==> config.mk <==
export PLATFORM = sky130hd
export DESIGN_NAME = ifetch_if_id_flat
export DESIGN_NICKNAME = d
export VERILOG_FILES = /design/src/rtl/ifetch_if_id_pkg.sv /design/src/rtl/ifetch_if_id_if.sv /design/src/rtl/if_id_reg.sv /design/src/rtl/ifetch_if_id.sv /design/src/flat_wrapper.sv
export SDC_FILE = /design/constraint.sdc
export NUM_CORES = 1
export LEC_CHECK = 0
export BUFFER_PORTS_ARGS = -buffer_cell sky130_fd_sc_hd__buf_2
export CAP_MARGIN = 25
export CORE_MARGIN = 3
export CORE_UTILIZATION = 40
export CTS_BUF_LIST = sky130_fd_sc_hd__clkbuf_2 sky130_fd_sc_hd__clkbuf_4 sky130_fd_sc_hd__clkbuf_8
export DETAILED_ROUTE_END_ITERATION = 6
export GPL_TIMING_DRIVEN = 0
export PLACE_DENSITY = 0.72
export SLEW_MARGIN = 30
export SYNTH_ARGS = -nofsm -noshare
export SYNTH_HDL_FRONTEND = slang
export SYNTH_HIERARCHICAL = 1
export SYNTH_SLANG_ARGS = --single-unit
==> constraint.sdc <==
create_clock -name clk -period 2.57 [get_ports clk]
set_input_delay 0.1285 -clock clk [delete_from_list [all_inputs] [get_ports clk]]
set_output_delay 0.1285 -clock clk [all_outputs]
set_load 0.05 [all_outputs]
==> src/rtl/ifetch_if_id_pkg.sv <==
// rtl/ifetch_if_id_pkg.sv - shared widths, NOP encoding, fetch FSM states and packet type
package ifetch_if_id_pkg;

  localparam int ADDR_SIZE  = 32;
  localparam int INSTR_SIZE = 32;
  localparam logic [INSTR_SIZE-1:0] NOP_INSTR = 32'h0000_0000;

  typedef enum logic [1:0] {
    S_REQ  = 2'd0,
    S_WAIT = 2'd1,
    S_HOLD = 2'd2
  } state_t;

  typedef struct packed {
    logic [ADDR_SIZE-1:0]  pc;
    logic [INSTR_SIZE-1:0] instr;
  } fetch_pkt_t;

endpackage

==> src/rtl/ifetch_if_id_if.sv <==
// rtl/ifetch_if_id_if.sv - instruction cache request/response bus
interface ifetch_if_id_if;
  import ifetch_if_id_pkg::*;

  logic                  ic_req_valid;
  logic [ADDR_SIZE-1:0]  ic_req_addr;
  logic                  ic_req_ready;
  logic                  ic_rsp_valid;
  logic [INSTR_SIZE-1:0] ic_rsp_data;

  // fetch side issues requests and consumes responses
  modport master (
    output ic_req_valid, ic_req_addr,
    input  ic_req_ready, ic_rsp_valid, ic_rsp_data
  );

  // cache side
  modport slave (
    input  ic_req_valid, ic_req_addr,
    output ic_req_ready, ic_rsp_valid, ic_rsp_data
  );

endinterface

==> src/rtl/if_id_reg.sv <==
// rtl/if_id_reg.sv - IF/ID pipeline register with write enable and flush-to-bubble
module if_id_reg
  import ifetch_if_id_pkg::*;
(
  input  logic                  clk,
  input  logic                  reset,
  input  logic                  flush,
  input  logic                  write_en,
  input  logic                  ld_valid,
  input  fetch_pkt_t            ld_pkt,
  output logic                  id_valid,
  output logic [ADDR_SIZE-1:0]  id_pc,
  output logic [INSTR_SIZE-1:0] id_instr
);

  localparam fetch_pkt_t BUBBLE = '{pc: '0, instr: NOP_INSTR};

  logic       valid_q;
  fetch_pkt_t pkt_q;

  // flush beats write enable; a write with nothing new loads a bubble
  always_ff @(posedge clk or negedge reset) begin
    if (!reset) begin
      valid_q <= 1'b0;
      pkt_q   <= BUBBLE;
    end else if (flush) begin
      valid_q <= 1'b0;
      pkt_q   <= BUBBLE;
    end else if (write_en) begin
      valid_q <= ld_valid;
      pkt_q   <= ld_valid ? ld_pkt : BUBBLE;
    end
  end

  assign id_valid = valid_q;
  assign id_pc    = pkt_q.pc;
  assign id_instr = pkt_q.instr;

endmodule

==> src/rtl/ifetch_if_id.sv <==
// rtl/ifetch_if_id.sv - icache fetch FSM feeding IF/ID; IFETCH_IF_ID_PERF_EN adds perf counters
module ifetch_if_id
  import ifetch_if_id_pkg::*;
(
  input  logic                  clk,
  input  logic                  reset,
  input  logic [ADDR_SIZE-1:0]  pc_in,
  input  logic                  flush,
  input  logic                  if_id_write,
  ifetch_if_id_if.master        ic,
  output logic                  id_valid,
  output logic [ADDR_SIZE-1:0]  id_pc,
  output logic [INSTR_SIZE-1:0] id_instr,
  output logic                  fetch_stall
`ifdef IFETCH_IF_ID_PERF_EN
  ,
  output logic [31:0]           perf_stall_cycles,
  output logic [15:0]           perf_flush_count
`endif
);

  state_t               state_q, state_d;
  logic [ADDR_SIZE-1:0] req_pc_q, req_pc_d;
  logic                 drop_q, drop_d;
  fetch_pkt_t           hold_q, hold_d;
  logic                 req_valid;
  logic                 ld_valid;
  fetch_pkt_t           ld_pkt;

  // state, outstanding request PC, drop flag and hold buffer
  always_ff @(posedge clk or negedge reset) begin
    if (!reset) begin
      state_q  <= S_REQ;
      req_pc_q <= '0;
      drop_q   <= 1'b0;
      hold_q   <= '0;
    end else begin
      state_q  <= state_d;
      req_pc_q <= req_pc_d;
      drop_q   <= drop_d;
      hold_q   <= hold_d;
    end
  end

  // next state and outputs; reset gates the request so nothing is issued while held
  always_comb begin
    state_d     = state_q;
    req_pc_d    = req_pc_q;
    drop_d      = drop_q;
    hold_d      = hold_q;
    req_valid   = 1'b0;
    fetch_stall = 1'b1;
    ld_valid    = 1'b0;
    ld_pkt      = '{pc: req_pc_q, instr: ic.ic_rsp_data};
    case (state_q)
      S_REQ: begin
        req_valid   = reset;
        fetch_stall = ~(reset & ic.ic_req_ready);
        if (reset && ic.ic_req_ready) begin
          req_pc_d = pc_in;
          drop_d   = flush;
          state_d  = S_WAIT;
        end
      end
      S_WAIT: begin
        if (ic.ic_rsp_valid) begin
          if (flush || drop_q) begin
            drop_d  = 1'b0;
            state_d = S_REQ;
          end else if (if_id_write) begin
            ld_valid = 1'b1;
            state_d  = S_REQ;
          end else begin
            hold_d  = ld_pkt;
            state_d = S_HOLD;
          end
        end else if (flush) begin
          drop_d = 1'b1;
        end
      end
      S_HOLD: begin
        if (flush) begin
          state_d = S_REQ;
        end else if (if_id_write) begin
          ld_valid = 1'b1;
          ld_pkt   = hold_q;
          state_d  = S_REQ;
        end
      end
      default: state_d = S_REQ;
    endcase
  end

  assign ic.ic_req_valid = req_valid;
  assign ic.ic_req_addr  = pc_in;

  if_id_reg u_if_id_reg (
    .clk      (clk),
    .reset    (reset),
    .flush    (flush),
    .write_en (if_id_write),
    .ld_valid (ld_valid),
    .ld_pkt   (ld_pkt),
    .id_valid (id_valid),
    .id_pc    (id_pc),
    .id_instr (id_instr)
  );

`ifdef IFETCH_IF_ID_PERF_EN
  logic [31:0] perf_stall_q;
  logic [15:0] perf_flush_q;

  // free-running wrap-around event counters
  always_ff @(posedge clk or negedge reset) begin
    if (!reset) begin
      perf_stall_q <= '0;
      perf_flush_q <= '0;
    end else begin
      if (fetch_stall) perf_stall_q <= perf_stall_q + 32'd1;
      if (flush)       perf_flush_q <= perf_flush_q + 16'd1;
    end
  end

  assign perf_stall_cycles = perf_stall_q;
  assign perf_flush_count  = perf_flush_q;
`endif

endmodule

==> src/flat_wrapper.sv <==
// flat-port wrapper written by rule: the top's interface ports become plain ports
module ifetch_if_id_flat import ifetch_if_id_pkg::*;
  (clk, reset, pc_in, flush, if_id_write, id_valid, id_pc, id_instr, fetch_stall, ic_ic_req_valid, ic_ic_req_addr, ic_ic_req_ready, ic_ic_rsp_valid, ic_ic_rsp_data);
  ifetch_if_id_if ic_i ();
  input  logic clk;
  input  logic reset;
  input  logic [ADDR_SIZE-1:0] pc_in;
  input  logic flush;
  input  logic if_id_write;
  output logic id_valid;
  output logic [ADDR_SIZE-1:0] id_pc;
  output logic [INSTR_SIZE-1:0] id_instr;
  output logic fetch_stall;
  output wire logic [$bits(ic_i.ic_req_valid)-1:0] ic_ic_req_valid;
  output wire logic [$bits(ic_i.ic_req_addr)-1:0] ic_ic_req_addr;
  input wire logic [$bits(ic_i.ic_req_ready)-1:0] ic_ic_req_ready;
  input wire logic [$bits(ic_i.ic_rsp_valid)-1:0] ic_ic_rsp_valid;
  input wire logic [$bits(ic_i.ic_rsp_data)-1:0] ic_ic_rsp_data;
  assign ic_ic_req_valid = ic_i.ic_req_valid;
  assign ic_ic_req_addr = ic_i.ic_req_addr;
  assign ic_i.ic_req_ready = ic_ic_req_ready;
  assign ic_i.ic_rsp_valid = ic_ic_rsp_valid;
  assign ic_i.ic_rsp_data = ic_ic_rsp_data;
  ifetch_if_id u_core (.clk(clk), .reset(reset), .pc_in(pc_in), .flush(flush), .if_id_write(if_id_write), .ic(ic_i), .id_valid(id_valid), .id_pc(id_pc), .id_instr(id_instr), .fetch_stall(fetch_stall));
endmodule
### Yosys cells after proc, flatten, opt, wreduce, memory -nomap -nowiden

Index checks and enable logic that the tools add are counted.

* flip-flop bits (word level): 164
* bits in latches: 0
* RAM bits: 0
* memory bits (read-only): 0
* bits of input ports: 70
* output and inout port bits: 99
* word-level logic and storage cells: 53
* memories kept: 0

* add/sub/neg operators: 0
* multipliers: 0
* divide/modulo/power cells: 0
* magnitude comparators: 0
* equal/unequal tests: 7
* shift-type cells: 0
* multiplexer cells: 25
* bitwise gates (word level): 4
* reduce and logical (&&, ||, !) cells: 9

Operator list (number)
* $mux 64: 4
* $mux 1: 12
* $mux 2: 6
* $reduce_and 4->1: 2
* $ne 3x3->1 const B: 2
* $pmux 2 s3: 1
* $pmux 1 s2: 2
* $reduce_bool 2->1: 2
* $ne 3x2->1 const B: 1
* $not 1->1: 3
* $reduce_and 3->1: 1
* $eq 2x1->1 const B: 1
* $eq 2x2->1 const B: 1
* $logic_not 2->1: 1
* $ne 2x1->1 const B: 1
* $ne 2x2->1 const B: 1
* $reduce_and 2->1: 1
* $and 1x1->1: 1
* $logic_and 1x1->1: 1
* $logic_or 1x1->1: 1

### Longest topological paths before layout

Gate-level depths: netlist of the first run.

* depth after elaboration: 7
* depth in mapped cells: 8
* mapped depth without buffers: 7

### By module

Netlist of the first run, hierarchy kept.

Modules (own cells, without submodules)
* ifetch_if_id: times used 1, cells each 334, area an instance 4999.8 um2, sequential area each 2477.4 um2
* if_id_reg: times used 1, cells each 155, area an instance 2561.2 um2, sequential area each 1626.6 um2

### Worst setup path after synthesis of the first run

Ideal clock, no wire load.

* path type: register to register
* start: reg u_core.state_q[0]
* end: reg u_core.req_pc_q[11]
* library setup time: 125 ps
* arrival time: 1946 ps
* required time: 2445 ps
* slack: 499 ps
* cell stages (with the launch flop): 6
* path buffers: 1
* clock period less this slack: 2071 ps
* cell sequence: dfrtp_1 -> inv_1 -> ha_1 -> nand3_1 -> clkbuf_1 -> mux2_2

* longest elaborated chain between the ends: 2

RTL lines
* from (decl): RTL line ifetch_if_id.sv:22 `state_t state_q, state_d;`
* from (signal assigned): RTL line ifetch_if_id.sv:38 `state_q <= state_d;`
* $logic_not 2->1: RTL line ifetch_if_id.sv:55 `case (state_q)`
* $reduce_and 2->1 (no line)
* to (signal assigned): RTL line ifetch_if_id.sv:39 `req_pc_q <= req_pc_d;`
* to (decl): RTL line ifetch_if_id.sv:23 `logic [ADDR_SIZE-1:0] req_pc_q, req_pc_d;`

Every way passes these cells.
A chain may end at the register's enable or synchronous reset.

==> key figures, run 1 <==
Outcome
  • Outcome: complete, no violations

STA
  • Min Hold Slack: 0.109 ns
  • Final Critical Period: 2.35 ns
  • Period utilization: 91.5%
  • Clk_skew: 0.0111 ns
  • Peak Freq: 425 MHz
  • Actual slew at the worst max-slew pin: 0.685 ns
  • RSZ-0062 raised after global routing: false
  • Final hold vios: 0
  • Fin. max-slew vios: 0
  • Max_slew headroom: 54.3%
  • Final WS setup: 0.219 ns
  • # setup viols final: 0

Floorplanning
  • # rows: 49
  • Top-Level Pins: 169
  • Area of the core: 18300 um^2
  • Die X-Extent: 143 um
  • Die area: 20600 um^2
  • Initial Util: 41.4%
  • Die height: 143 um

Global route
  • Gr usage total: 18.1%
  • GRT Residual Overflow: 0
  • Largest net degree at the start of global routing: 89
  • Vias in the first global route: 5538
  • First-pass GRT wire length: 29000 um
  • Initial antenna violation count: 0

Routing
  • Drt via density: 5.13
  • Antenna-violating nets left: 0
  • Via count: 5039
  • Drc violations: 0
  • Per-cell routed wire length: 18.6 um
  • First-iteration detailed-routing DRC count: 164
  • Pre-Repair DR Iteration Count: 4
  • WL final: 18300 um

Final layout
  • Diodes inserted: 0
  • Nets: 816
  • Util after Layout: 53.8%
  • Design area: 9830 um^2
  • Share of cells above drive strength 1: 65.3%
  • Area Overhead vs Synth: 30.0%

CTS
  • CTS tree: built
  • Clock slew at reported path FFs: 0.08 ns
  • Later-pin clock latency in the skew report: 0.45 ns
  • CTS H-Tree Depth: 4
  • Cts bufs inserted: 17
  • CTS sink cnt: 164
  • Root Buffer: clkbuf_8
  • Clock Path Buffers: 2

Hold path
  • Hold path cells: 4
  • Hold Path End: u_core/state_q[0]$_DFFE_PN0P_
  • Hold Crit Start: ic_ic_req_ready
  • Type of the tightest min-delay check: input pin to flop

Yosys
  • Syn avg cell area: 15.5 um^2
  • Compound-Gate Fraction of Synth Area: 10.3%
  • Synth Cell Area: 7560 um^2
  • Synthesized flop and latch total: 164
  • Post-synth top area share: 54.3%
  • Largest area contributor in the netlist: dfrtp_1
  • Top cells by count, synth: 164 x dfrtp_1, 111 x mux2_2, 63 x a32o_2
  • Main combinational cell family by area after synthesis: multiplexers
  • Syn. warnings: 6
  • Synth Instances: 489
  • Adder-Cell Fraction of Synth Area: 0.496%
  • Commonest register cell after synthesis: dfrtp_1
  • Syn_nets: 562
  • Number of synthesized flops with an enable pin: 0
  • Mux share of post-synthesis cell area: 26.4%
  • Register area share after synthesis: 54.3%
  • Xor/xnor share of the synthesized area: 0%
  • Fraction of the mapped netlist area in simple logic gates: 1.34%
  • Area contributors post-synth: dfrtp_1 54%, mux2_2 17%, mux2_4 9.7%, a32o_2 9.4%, buf_4 3.8%
  • Top-count cell post-synth: dfrtp_1
  • Netlist cell types: 31
  • Ys async rst share: 100%

Power and ir drop
  • VDD IR max: 0.000426 V
  • PD cells: 807 nW/um^2
  • Total power draw: 7.94 mW
  • Leak pwr: 5.26 nW

Worst setup path
  • Nature of the critical path endpoint: flop
  • CP Max Fanout: 10
  • Flop2flop setup slack: 0.22 ns
  • Worst EP arrival: 2.68 ns
  • Worst R2R Path Depth: 7
  • FF-to-FF Start: u_core/state_q[0]$_DFFE_PN0P_
  • Critical path required time: 2.90 ns
  • Critical path class: flop to flop
  • Startpoint Class: flop
  • Critical R2R Capture: u_core/u_if_id_reg/id_pc[27]$_DFFE_PN0P_

Placed design
  • Routability Congestion: 0.788
  • DP Area: 8730 um^2
  • DP Wirelength: 12100 um
  • Port buffer count: 168
  • Placement Setup Slack: 0.170 ns

Flow run
  • Max-cap violations: 0
## flip-flops by register name, indices dropped and copies added (netlist names)
register / count
u_core/state_q: 2
u_core/drop_q: 1
u_core/req_pc_q: 32
u_core/u_if_id_reg/id_pc: 32
u_core/u_if_id_reg/id_instr: 32
u_core/hold_q: 64
u_core/u_if_id_reg/id_valid: 1
## layer usage
layer / track usage (%) / vias to the layer above / share of wire, %
li1: - / 2315 / -
met1: 22.7 / 2577 / 44
met2: 31.2 / 121 / 51
met3: 3.66 / 26 / 3.5
met4: 6.14 / 0 / 1.7
met5: 0 / - / 0
## worst max-delay path by stage
stage                                  start                                       end  cells after the start
6_report       u_core/state_q[0]$_DFFE_PN0P_  u_core/u_if_id_reg/id_pc[27]$_DFFE_PN0P_                      7
2_1_floorplan  u_core/state_q[0]$_DFFE_PN0P_           u_core/req_pc_q[11]$_DFFE_PN0P_                      5
3_3_place_gp                           reset           u_core/req_pc_q[28]$_DFFE_PN0P_                      4
3_5_place_dp   u_core/state_q[0]$_DFFE_PN0P_  u_core/u_if_id_reg/id_pc[30]$_DFFE_PN0P_                      7
4_1_cts                                reset                               fetch_stall                      5
5_1_grt                                reset                               fetch_stall                      5
## kinds of logic (layout without fill, tap and decap cells)
logic type / count (synthesis) / after routing
flops: 164 / 164
compound gates: 72 / 72
fa+ha+maj: 3 / 3
buf+inv: 71 / 336
simple gates: 18 / 18
mux: 161 / 161
## where the power goes
part,leakage [nW],internal (mW),switching [mW]
Clock,0.213,1.13,0.903
Sequential,2.12,3.35,0.459
Combinational,2.93,1.31,0.784
Total,5.26,5.79,2.15
## what timing repair did
item                                   4_1_cts  5_1_grt
hold buffers                                66        0
resized for setup                            1        1
setup endpoints to repair                    1        1
buffers inserted                             0        0
pin swaps                                    0        0
endpoints found under the hold margin      142        0
## layout by cell type (no fill, tap or decap), types with 2 or more instances in the layout
cell type      instances
nand2_1                4
o31ai_1                2
ha_1                   3
buf_4                 38
nor3_1                 2
mux2_4                49
nor2b_1                2
clkbuf_1               3
clkinvlp_4             3
buf_6                  7
inv_1                  3
clkinv_2               2
clkbuf_8              20
bufinv_16              4
dlygate4sd3_1         66
buf_2                180
dfrtp_1              164
buf_8                  7
a32o_2                63
nor2_1                 2
mux2_2               111
## per-stage QoR
step,TNS (ns),instances
CTS,0,983
finish,0,983
global placement,-256.44,886
detailed placement,0,887
floorplan,0,489
global route,0,983
## critical path, cell delays in order (launching register included)
cell	delay [ns]
dfrtp_1	0.38
inv_1	0.08
ha_1	0.22
nor2b_1	0.15
nand2_1	0.40
buf_2	0.38
mux2_2	0.38
a32o_2	0.24
## area by class of cell
cell class	count	area, um^2
buffer	68	536
clock buffer	21	283
clock inverter	9	153
fill	1490	8440
inverter	3	11.3
multi-input combinational	254	2920
sequential	164	4100
tap	229	287
timing repair buffer	235	1540
Power figures use the tool's default switching activity.
==> run 2, diff against run 1 <==
--- a/config.mk
+++ b/config.mk
@@ -5,6 +5,7 @@
 export SDC_FILE = /design/constraint.sdc
 export NUM_CORES = 1
 export LEC_CHECK = 0
+export ABC_AREA = 1
 export BUFFER_PORTS_ARGS = -buffer_cell sky130_fd_sc_hd__buf_2
 export CAP_MARGIN = 25
 export CORE_MARGIN = 3
@@ -12,7 +13,7 @@
 export CTS_BUF_LIST = sky130_fd_sc_hd__clkbuf_2 sky130_fd_sc_hd__clkbuf_4 sky130_fd_sc_hd__clkbuf_8
 export DETAILED_ROUTE_END_ITERATION = 6
 export GPL_TIMING_DRIVEN = 0
-export PLACE_DENSITY = 0.72
+export PLACE_DENSITY = 0.71
 export SLEW_MARGIN = 30
 export SYNTH_ARGS = -nofsm -noshare
 export SYNTH_HDL_FRONTEND = slang
==> key figures, run 2 <==
Outcome
  • Outcome: complete, no violations

Power and ir drop
  • Internal Pwr Total: 5.22 mW (-9.9%)
  • NetSw: 2.84 mW (+32%)
  • PD cells: 784 nW/um^2 (-2.9%)
  • Sw frac: 35.2% (+8.2 points)
  • Clock share of power: 24.0% (-1.7 points)
  • Total power draw: 8.05 mW (+1.5%)
  • VDD IR max: 0.000363 V (-15%)
  • Comb pwr share: 31.3% (+5.0 points)
  • Sequential share of power: 44.7% (-3.3 points)
  • Leak pwr: 5.73 nW (+8.9%)

Placed design
  • Port buffer count: 168 (unchanged)
  • Routability Congestion: 0.799 (+1.3%)
  • DP Wirelength: 15600 um (+29%)

STA
  • Actual slew at the worst max-slew pin: 0.659 ns (-0.0255 ns)
  • Min Hold Slack: 0.0584 ns (-0.0511 ns)
  • Period utilization: 86.5% (-5.0 points)
  • Final Critical Period: 2.22 ns (-0.128 ns)
  • Final hold vios: 0 (unchanged)
  • Fin. max-slew vios: 0 (unchanged)
  • # setup viols final: 0 (unchanged)
  • RSZ-0062 raised after global routing: false
  • Clk_skew: 0.0106 ns (-0.000512 ns)
  • Max_slew headroom: 56.0% (+1.7 points)
  • Peak Freq: 450 MHz (+5.7%)

Worst setup path
  • Largest stage delay, worst path: 0.40 ns (about the same)
  • Critical Path Slowest Stage Cell: dfrtp_1
  • Startpoint Class: flop
  • Critical R2R Capture: u_core/u_if_id_reg/id_pc[31]$_DFFE_PN0P_
  • Critical path class: flop to flop
  • Critical path required time: 2.97 ns (+0.07 ns)
  • Flop2flop setup slack: 0.35 ns (+0.13 ns)
  • Crit-path most repeated cell: nand2_1
  • Worst EP arrival: 2.62 ns (-0.06 ns)
  • Nature of the critical path endpoint: flop
  • CP endpoint: u_core/u_if_id_reg/id_pc[31]$_DFFE_PN0P_
  • Worst R2R Path Depth: 13 (+6)
  • CP Max Fanout: 10 (unchanged)
  • Critical Path Source: u_core/state_q[1]$_DFFE_PN0P_
  • FF-to-FF Start: u_core/state_q[1]$_DFFE_PN0P_
  • CP cell instances: inv_1 -> ha_1 -> nand2_1 -> inv_1 -> nand2_1 -> inv_2 -> buf_6 -> nor2_1 -> nor2_1 -> buf_2 -> buf_2 -> nand4_1 -> nand2_1

Yosys
  • Syn avg cell area: 7.63 um^2 (-51%)
  • Post-synth top area share: 49.4% (-4.8 points)
  • Syn. warnings: 6 (unchanged)
  • Top-count cell post-synth: nand2_1
  • Synth Instances: 1088 (+120%)
  • Ys async rst share: 100% (unchanged)
  • Commonest register cell after synthesis: dfrtp_1
  • Synth Cell Area: 8300 um^2 (+9.8%)
  • Register area share after synthesis: 49.4% (-4.8 points)
  • Largest area contributor in the netlist: dfrtp_1
  • Synthesized flop and latch total: 164 (unchanged)
  • Top cells by count, synth: 466 x nand2_1, 164 x dfrtp_1, 120 x o21ai_0
  • Netlist cell types: 19 (-39%)
  • Syn_nets: 1161 (+110%)
  • Area contributors post-synth: dfrtp_1 49%, nand2_1 21%, o21ai_0 7.2%, nand4_1 4.8%, buf_4 3.5%
  • Number of synthesized flops with an enable pin: 0 (unchanged)

Global route
  • Initial antenna violation count: 0 (unchanged)
  • Largest net degree at the start of global routing: 65 (-27%)
  • Gr usage total: 20.3% (+2.2 points)
  • Vias in the first global route: 7300 (+32%)
  • First-pass GRT wire length: 36700 um (+26%)
  • GRT Residual Overflow: 0 (unchanged)

CTS
  • CTS H-Tree Depth: 4 (unchanged)
  • Root Buffer: clkbuf_8
  • Clock slew at reported path FFs: 0.08 ns (about the same)
  • Later-pin clock latency in the skew report: 0.46 ns (about the same)
  • Postcts setup bufs: 0 (unchanged)
  • Cts bufs inserted: 17 (unchanged)
  • Clock Path Buffers: 2 (unchanged)
  • CTS sink cnt: 164 (unchanged)
  • CTS tree: built

Floorplanning
  • # rows: 52 (+6.1%)
  • Area of the core: 20300 um^2 (+11%)
  • Top-Level Pins: 169 (unchanged)
  • Die X-Extent: 150 um (+4.6%)
  • Initial Util: 40.9% (-0.49 points)
  • Die area: 22500 um^2 (+9.4%)
  • Die height: 150 um (+4.6%)

Routing
  • Via count: 7749 (+54%)
  • Per-cell routed wire length: 14.3 um (-23%)
  • Drt via density: 4.87 (-4.9%)
  • First-iteration detailed-routing DRC count: 552 (+240%)
  • Drc violations: 0 (unchanged)
  • Pre-Repair DR Iteration Count: 5 (+1)
  • WL final: 22800 um (+25%)
  • Antenna-violating nets left: 0 (unchanged)

Final layout
  • Share of cells above drive strength 1: 23.1% (-42 points)
  • Diodes inserted: 0 (unchanged)
  • Commonest cells after routing, fill and taps aside: 466 x nand2_1, 210 x buf_2, 164 x dfrtp_1, 120 x o21ai_0, 72 x inv_1
  • Largest register FFs: 64 (unchanged)
  • Commonest non-fill, non-tap cell in the layout: nand2_1
  • Area Overhead vs Synth: 23.8%
  • Most flops, register: u_core/hold_q
  • Nets: 1383 (+69%)
  • Util after Layout: 50.6% (-3.2 points)
  • # fillers: 1980 (+33%)

Hold path
  • Type of the tightest min-delay check: input pin to flop

Flow run
  • Max-cap violations: 0 (unchanged)
[run 2: cell types whose count changed after synthesis, sizes merged, moves of 7 or more]
cell	delta
inv	+72
clkbuf	+7
nand2	+462
nand4	+64
o21ai	+131
buf	+34
a21oi	+31
nor2	+36
a32o	-63
mux2	-160
[run 2: timing repair]
action	4_1_cts	5_1_grt
endpoints found under the hold margin	132	0
gates resized for setup	0	0
hold buffers	33	0
[run 2: cell type report]
cell class                      count  area (um^2)  area share (%)
Clock buffer                       25          332            3.23
Timing Repair Buffer              203         1240            12.0
Multi-Input combinational cell    740         3180            31.0
Clock inverter                      4         70.1           0.682
Sequential cell                   164         4100            39.9
Inverter                           75          282            2.74
Buffer                            109          732            7.12
Tap cell                          270          338            3.29
[run 2: logic make-up (layout without fill, tap and decap cells)]
group           count (synthesis)  after routing  synth area share [%]
buf+inv                       184            416                  12.2
simple gates                  573            573                  28.0
fa+ha+maj                       3              3                 0.452
flops                         164            164                  49.4
compound gates                164            164                  9.89
[run 2: power groups by stage]
stage                     sequential [mW]  clock (mW)  combinational, mW
final                                3.60        1.93               2.52
after global routing                 3.67        2.08               2.88
after CTS                            3.60        1.97               2.53
after detailed placement             3.64           0               2.48
after global placement               3.62           0               2.39
after floorplan                      3.65           0               1.78
[run 2: how the worst min path moves through the flow]
stage                  startpoint                                           to  slack (ns)  depth (start not counted)
3_3_place_gp            pc_in[22]              u_core/req_pc_q[22]$_DFFE_PN0P_        0.39                          3
3_5_place_dp                reset  u_core/u_if_id_reg/id_instr[17]$_DFFE_PN0P_        0.05                          1
4_1_cts        ic_ic_rsp_data[18]                u_core/hold_q[18]$_DFFE_PN0P_        0.03                          5
2_1_floorplan               reset                    u_core/drop_q$_DFFE_PN0P_       -0.17                          0
6_report        ic_ic_rsp_data[8]   u_core/u_if_id_reg/id_instr[8]$_DFFE_PN0P_        0.06                          5
5_1_grt         ic_ic_rsp_data[8]                 u_core/hold_q[8]$_DFFE_PN0P_        0.08                          5
[run 2: per-layer routing]
| metal | vias up | routed length [um] | GRT usage, % |
|---|---|---|---|
| met5 | - | 0 | 0 |
| met4 | 0 | 390 | 6.31 |
| met3 | 32 | 1210 | 3.12 |
| met2 | 221 | 10500 | 31.6 |
| met1 | 3637 | 10700 | 29.2 |
| li1 | 3859 | - | - |
[run 2: critical path: cells and delay by family, from the launching register on]
family                   cells  cell delay, ns
buffers and inverters        6            0.94
adder cells (fa/ha/maj)      1            0.24
flip-flops                   1            0.40
AND/OR/NAND/NOR              6            0.59
[run 2: through the flow]
step | instance area, um^2 | setup slack [ns] | cells | TNS [ns]
global route | 10300 | 0.133 | 1590 | 0
global placement | 9480 | -1.52 | 1526 | -251.00
finish | 10300 | 0.346 | 1590 | 0
CTS | 10300 | 0.363 | 1590 | 0
floorplan | 8300 | 0.840 | 1088 | 0
detailed placement | 9540 | 0.379 | 1528 | 0
==> run 3, diff against run 2 <==
--- a/config.mk
+++ b/config.mk
@@ -13,7 +13,7 @@
 export CTS_BUF_LIST = sky130_fd_sc_hd__clkbuf_2 sky130_fd_sc_hd__clkbuf_4 sky130_fd_sc_hd__clkbuf_8
 export DETAILED_ROUTE_END_ITERATION = 6
 export GPL_TIMING_DRIVEN = 0
-export PLACE_DENSITY = 0.71
+export PLACE_DENSITY = 0.74
 export SLEW_MARGIN = 30
 export SYNTH_ARGS = -nofsm -noshare
 export SYNTH_HDL_FRONTEND = slang
==> constraint.sdc (replaced) <==
create_clock -name clk -period 2 [get_ports clk]
set_input_delay 0.1 -clock clk [delete_from_list [all_inputs] [get_ports clk]]
set_output_delay 0.1 -clock clk [all_outputs]
set_load 0.05 [all_outputs]
==> key figures, run 3 (same netlist as run 2, synthesis figures left out) <==
Outcome
  • Outcome: finished with violations
  • Failing checks: hold timing

Power and ir drop
  • PD cells: 1010 nW/um^2 (+29%)
  • VDD IR max: 0.000544 V (+50%)
  • Total power draw: 10.5 mW (+31%)
  • Leak pwr: 5.76 nW (+0.49%)

Floorplanning
  • Top-Level Pins: 169 (unchanged)
  • Die X-Extent: 150 um (unchanged)
  • Die height: 150 um (unchanged)
  • Area of the core: 20300 um^2 (unchanged)
  • Die area: 22500 um^2 (unchanged)
  • Initial Util: 40.9% (unchanged)
  • # rows: 52 (unchanged)

STA
  • Actual slew at the worst max-slew pin: 0.601 ns (-0.0586 ns)
  • # setup viols final: 0 (unchanged)
  • Min Hold Slack: -0.456 ns (-0.515 ns)
  • Final Critical Period: 1.98 ns (-0.240 ns)
  • Final hold vios: 155 (+155)
  • Clk_skew: 0.0146 ns (+0.00399 ns)
  • Max_slew headroom: 59.9% (+3.9 points)
  • Peak Freq: 504 MHz (+12%)
  • Post-route setup TNS: 0 ns (unchanged)
  • Fin. max-slew vios: 0 (unchanged)
  • Period utilization: 99.2% (+13 points)
  • Final WS setup: 0.0163 ns (-0.330 ns)

Worst setup path
  • FF-to-FF Start: u_core/state_q[0]$_DFFE_PN0P_
  • Startpoint Class: flop
  • Nature of the critical path endpoint: flop
  • Critical path required time: 2.41 ns (-0.56 ns)
  • Worst EP arrival: 2.40 ns (-0.22 ns)
  • Critical Path Slowest Stage Cell: dfrtp_1
  • Critical path class: flop to flop
  • CP Max Fanout: 10 (unchanged)
  • Crit-path most repeated cell: nand2_1
  • Largest stage delay, worst path: 0.44 ns (+0.04 ns)
  • Critical Path Source: u_core/state_q[0]$_DFFE_PN0P_
  • CP cell instances: inv_2 -> ha_1 -> inv_1 -> nor2_4 -> buf_2 -> clkbuf_4 -> nand2_1 -> o21ai_0 -> nand4_1 -> nand2_1

CTS
  • Later-pin clock latency in the skew report: 0.47 ns (about the same)
  • CTS Hold Bufs: 32 (-3.0%)
  • CTS tree: built
  • Clock slew at reported path FFs: 0.10 ns (+0.02 ns)
  • CTS H-Tree Depth: 4 (unchanged)
  • Root Buffer: clkbuf_8
  • Clock Path Buffers: 2 (unchanged)
  • Cts bufs inserted: 17 (unchanged)
  • CTS sink cnt: 164 (unchanged)

Global route
  • Gr usage total: 20.4% (+0.12 points)
  • Initial antenna violation count: 0 (unchanged)
  • Largest net degree at the start of global routing: 85 (+31%)
  • GRT Residual Overflow: 0 (unchanged)
  • Vias in the first global route: 7395 (+1.3%)
  • First-pass GRT wire length: 36800 um (+0.26%)

Routing
  • Via count: 7859 (+1.4%)
  • First-iteration detailed-routing DRC count: 546 (-1.1%)
  • Per-cell routed wire length: 14.3 um (about the same)
  • Antenna-violating nets left: 0 (unchanged)
  • Drt via density: 4.92 (+0.91%)
  • WL final: 22900 um (+0.58%)
  • Drc violations: 0 (unchanged)
  • Pre-Repair DR Iteration Count: 5 (unchanged)

Final layout
  • Commonest non-fill, non-tap cell in the layout: nand2_1
  • Area Overhead vs Synth: 25.6%
  • Largest register FFs: 64 (unchanged)
  • Share of cells above drive strength 1: 24.2% (+1.1 points)
  • Diodes inserted: 0 (unchanged)
  • Nets: 1388 (+0.36%)
  • Most flops, register: u_core/hold_q
  • # fillers: 1894 (-4.3%)
  • Commonest cells after routing, fill and taps aside: 465 x nand2_1, 200 x buf_2, 164 x dfrtp_1, 120 x o21ai_0, 70 x inv_1

Placed design
  • Port buffer count: 168 (unchanged)
  • Placement Setup Slack: -0.252 ns (-0.631 ns)
  • Routability Congestion: 0.810 (+1.5%)
  • DP Wirelength: 15500 um (-0.71%)

Hold path
  • Type of the tightest min-delay check: input pin to asynchronous set/reset pin

Flow run
  • Max-cap violations: 0 (unchanged)
==> run 3: cell count changes in the layout (fill, tap and decap cells not counted), sizes merged <==
cell,delta
clkbuf,-4
buf,+3
dlygate4sd3,-1
inv,+8
clkinvlp,+4
clkinv,-2
==> run 3: power breakdown <==
part,switching [mW],internal [mW]
Combinational,2.14,1.25
Sequential,0.407,4.23
Clock,1.35,1.16
==> run 3: per-stage QoR <==
stage               hold slack, ns  utilization (%)  cells  area [um^2]
finish                      -0.456             51.4   1598        10400
floorplan                   -0.196                -   1088         8300
CTS                         -0.370             50.8   1593        10300
global placement             0.365             46.7   1526         9480
detailed placement           0.133             46.9   1527         9520
global route                -0.454             51.4   1598        10400
==> run 3: metal layers <==
layer	track usage, %	routed length (um)
met3	4.33	1380
met4	6.40	447
met5	0	0
met2	32.4	10700
met1	28.0	10400
==> run 3: critical path, delay by kind of cell (launching register included) <==
family	cells	cell delay (ns)
buffers and inverters	4	0.74
and+or+nand+nor	4	0.47
DFF	1	0.44
adders and majority gates	1	0.14
AOI/OAI and AO/OA	1	0.12
==> run 3: area by class of cell <==
class / instances / area, um^2 / share of cell area (%)
clock buffer: 18 / 241 / 2.32
clock inverter: 14 / 165 / 1.58
timing repair buffer: 208 / 1280 / 12.3
tap: 270 / 338 / 3.24
inverter: 75 / 282 / 2.70
sequential: 164 / 4100 / 39.4
multi-input combinational: 740 / 3220 / 30.9
buffer: 109 / 798 / 7.66
==> run 3: path summary, 6_finish.rpt <==
kind / cells past startpoint / slack [ns] / end
max reg2reg: 10 / 0.02 / u_core/u_if_id_reg/id_pc[26]$_DFFE_PN0P_
min: 1 / -0.46 / u_core/u_if_id_reg/id_instr[13]$_DFFE_PN0P_
max in group asynchronous: 2 / 1.70 / u_core/hold_q[61]$_DFFE_PN0P_
max: 10 / 0.02 / u_core/u_if_id_reg/id_pc[26]$_DFFE_PN0P_
min in group clk: 5 / 0.02 / u_core/hold_q[9]$_DFFE_PN0P_
min reg2reg: 2 / 0.48 / u_core/u_if_id_reg/id_instr[15]$_DFFE_PN0P_
==> run 3: timing repair <==
action                                 CTS  global route
setup endpoints to repair               61            66
endpoints found under the hold margin  114            82
gates resized for setup                 15            19
buffers inserted                         2             4
pin swaps                                0             2
gates cloned                             0             1
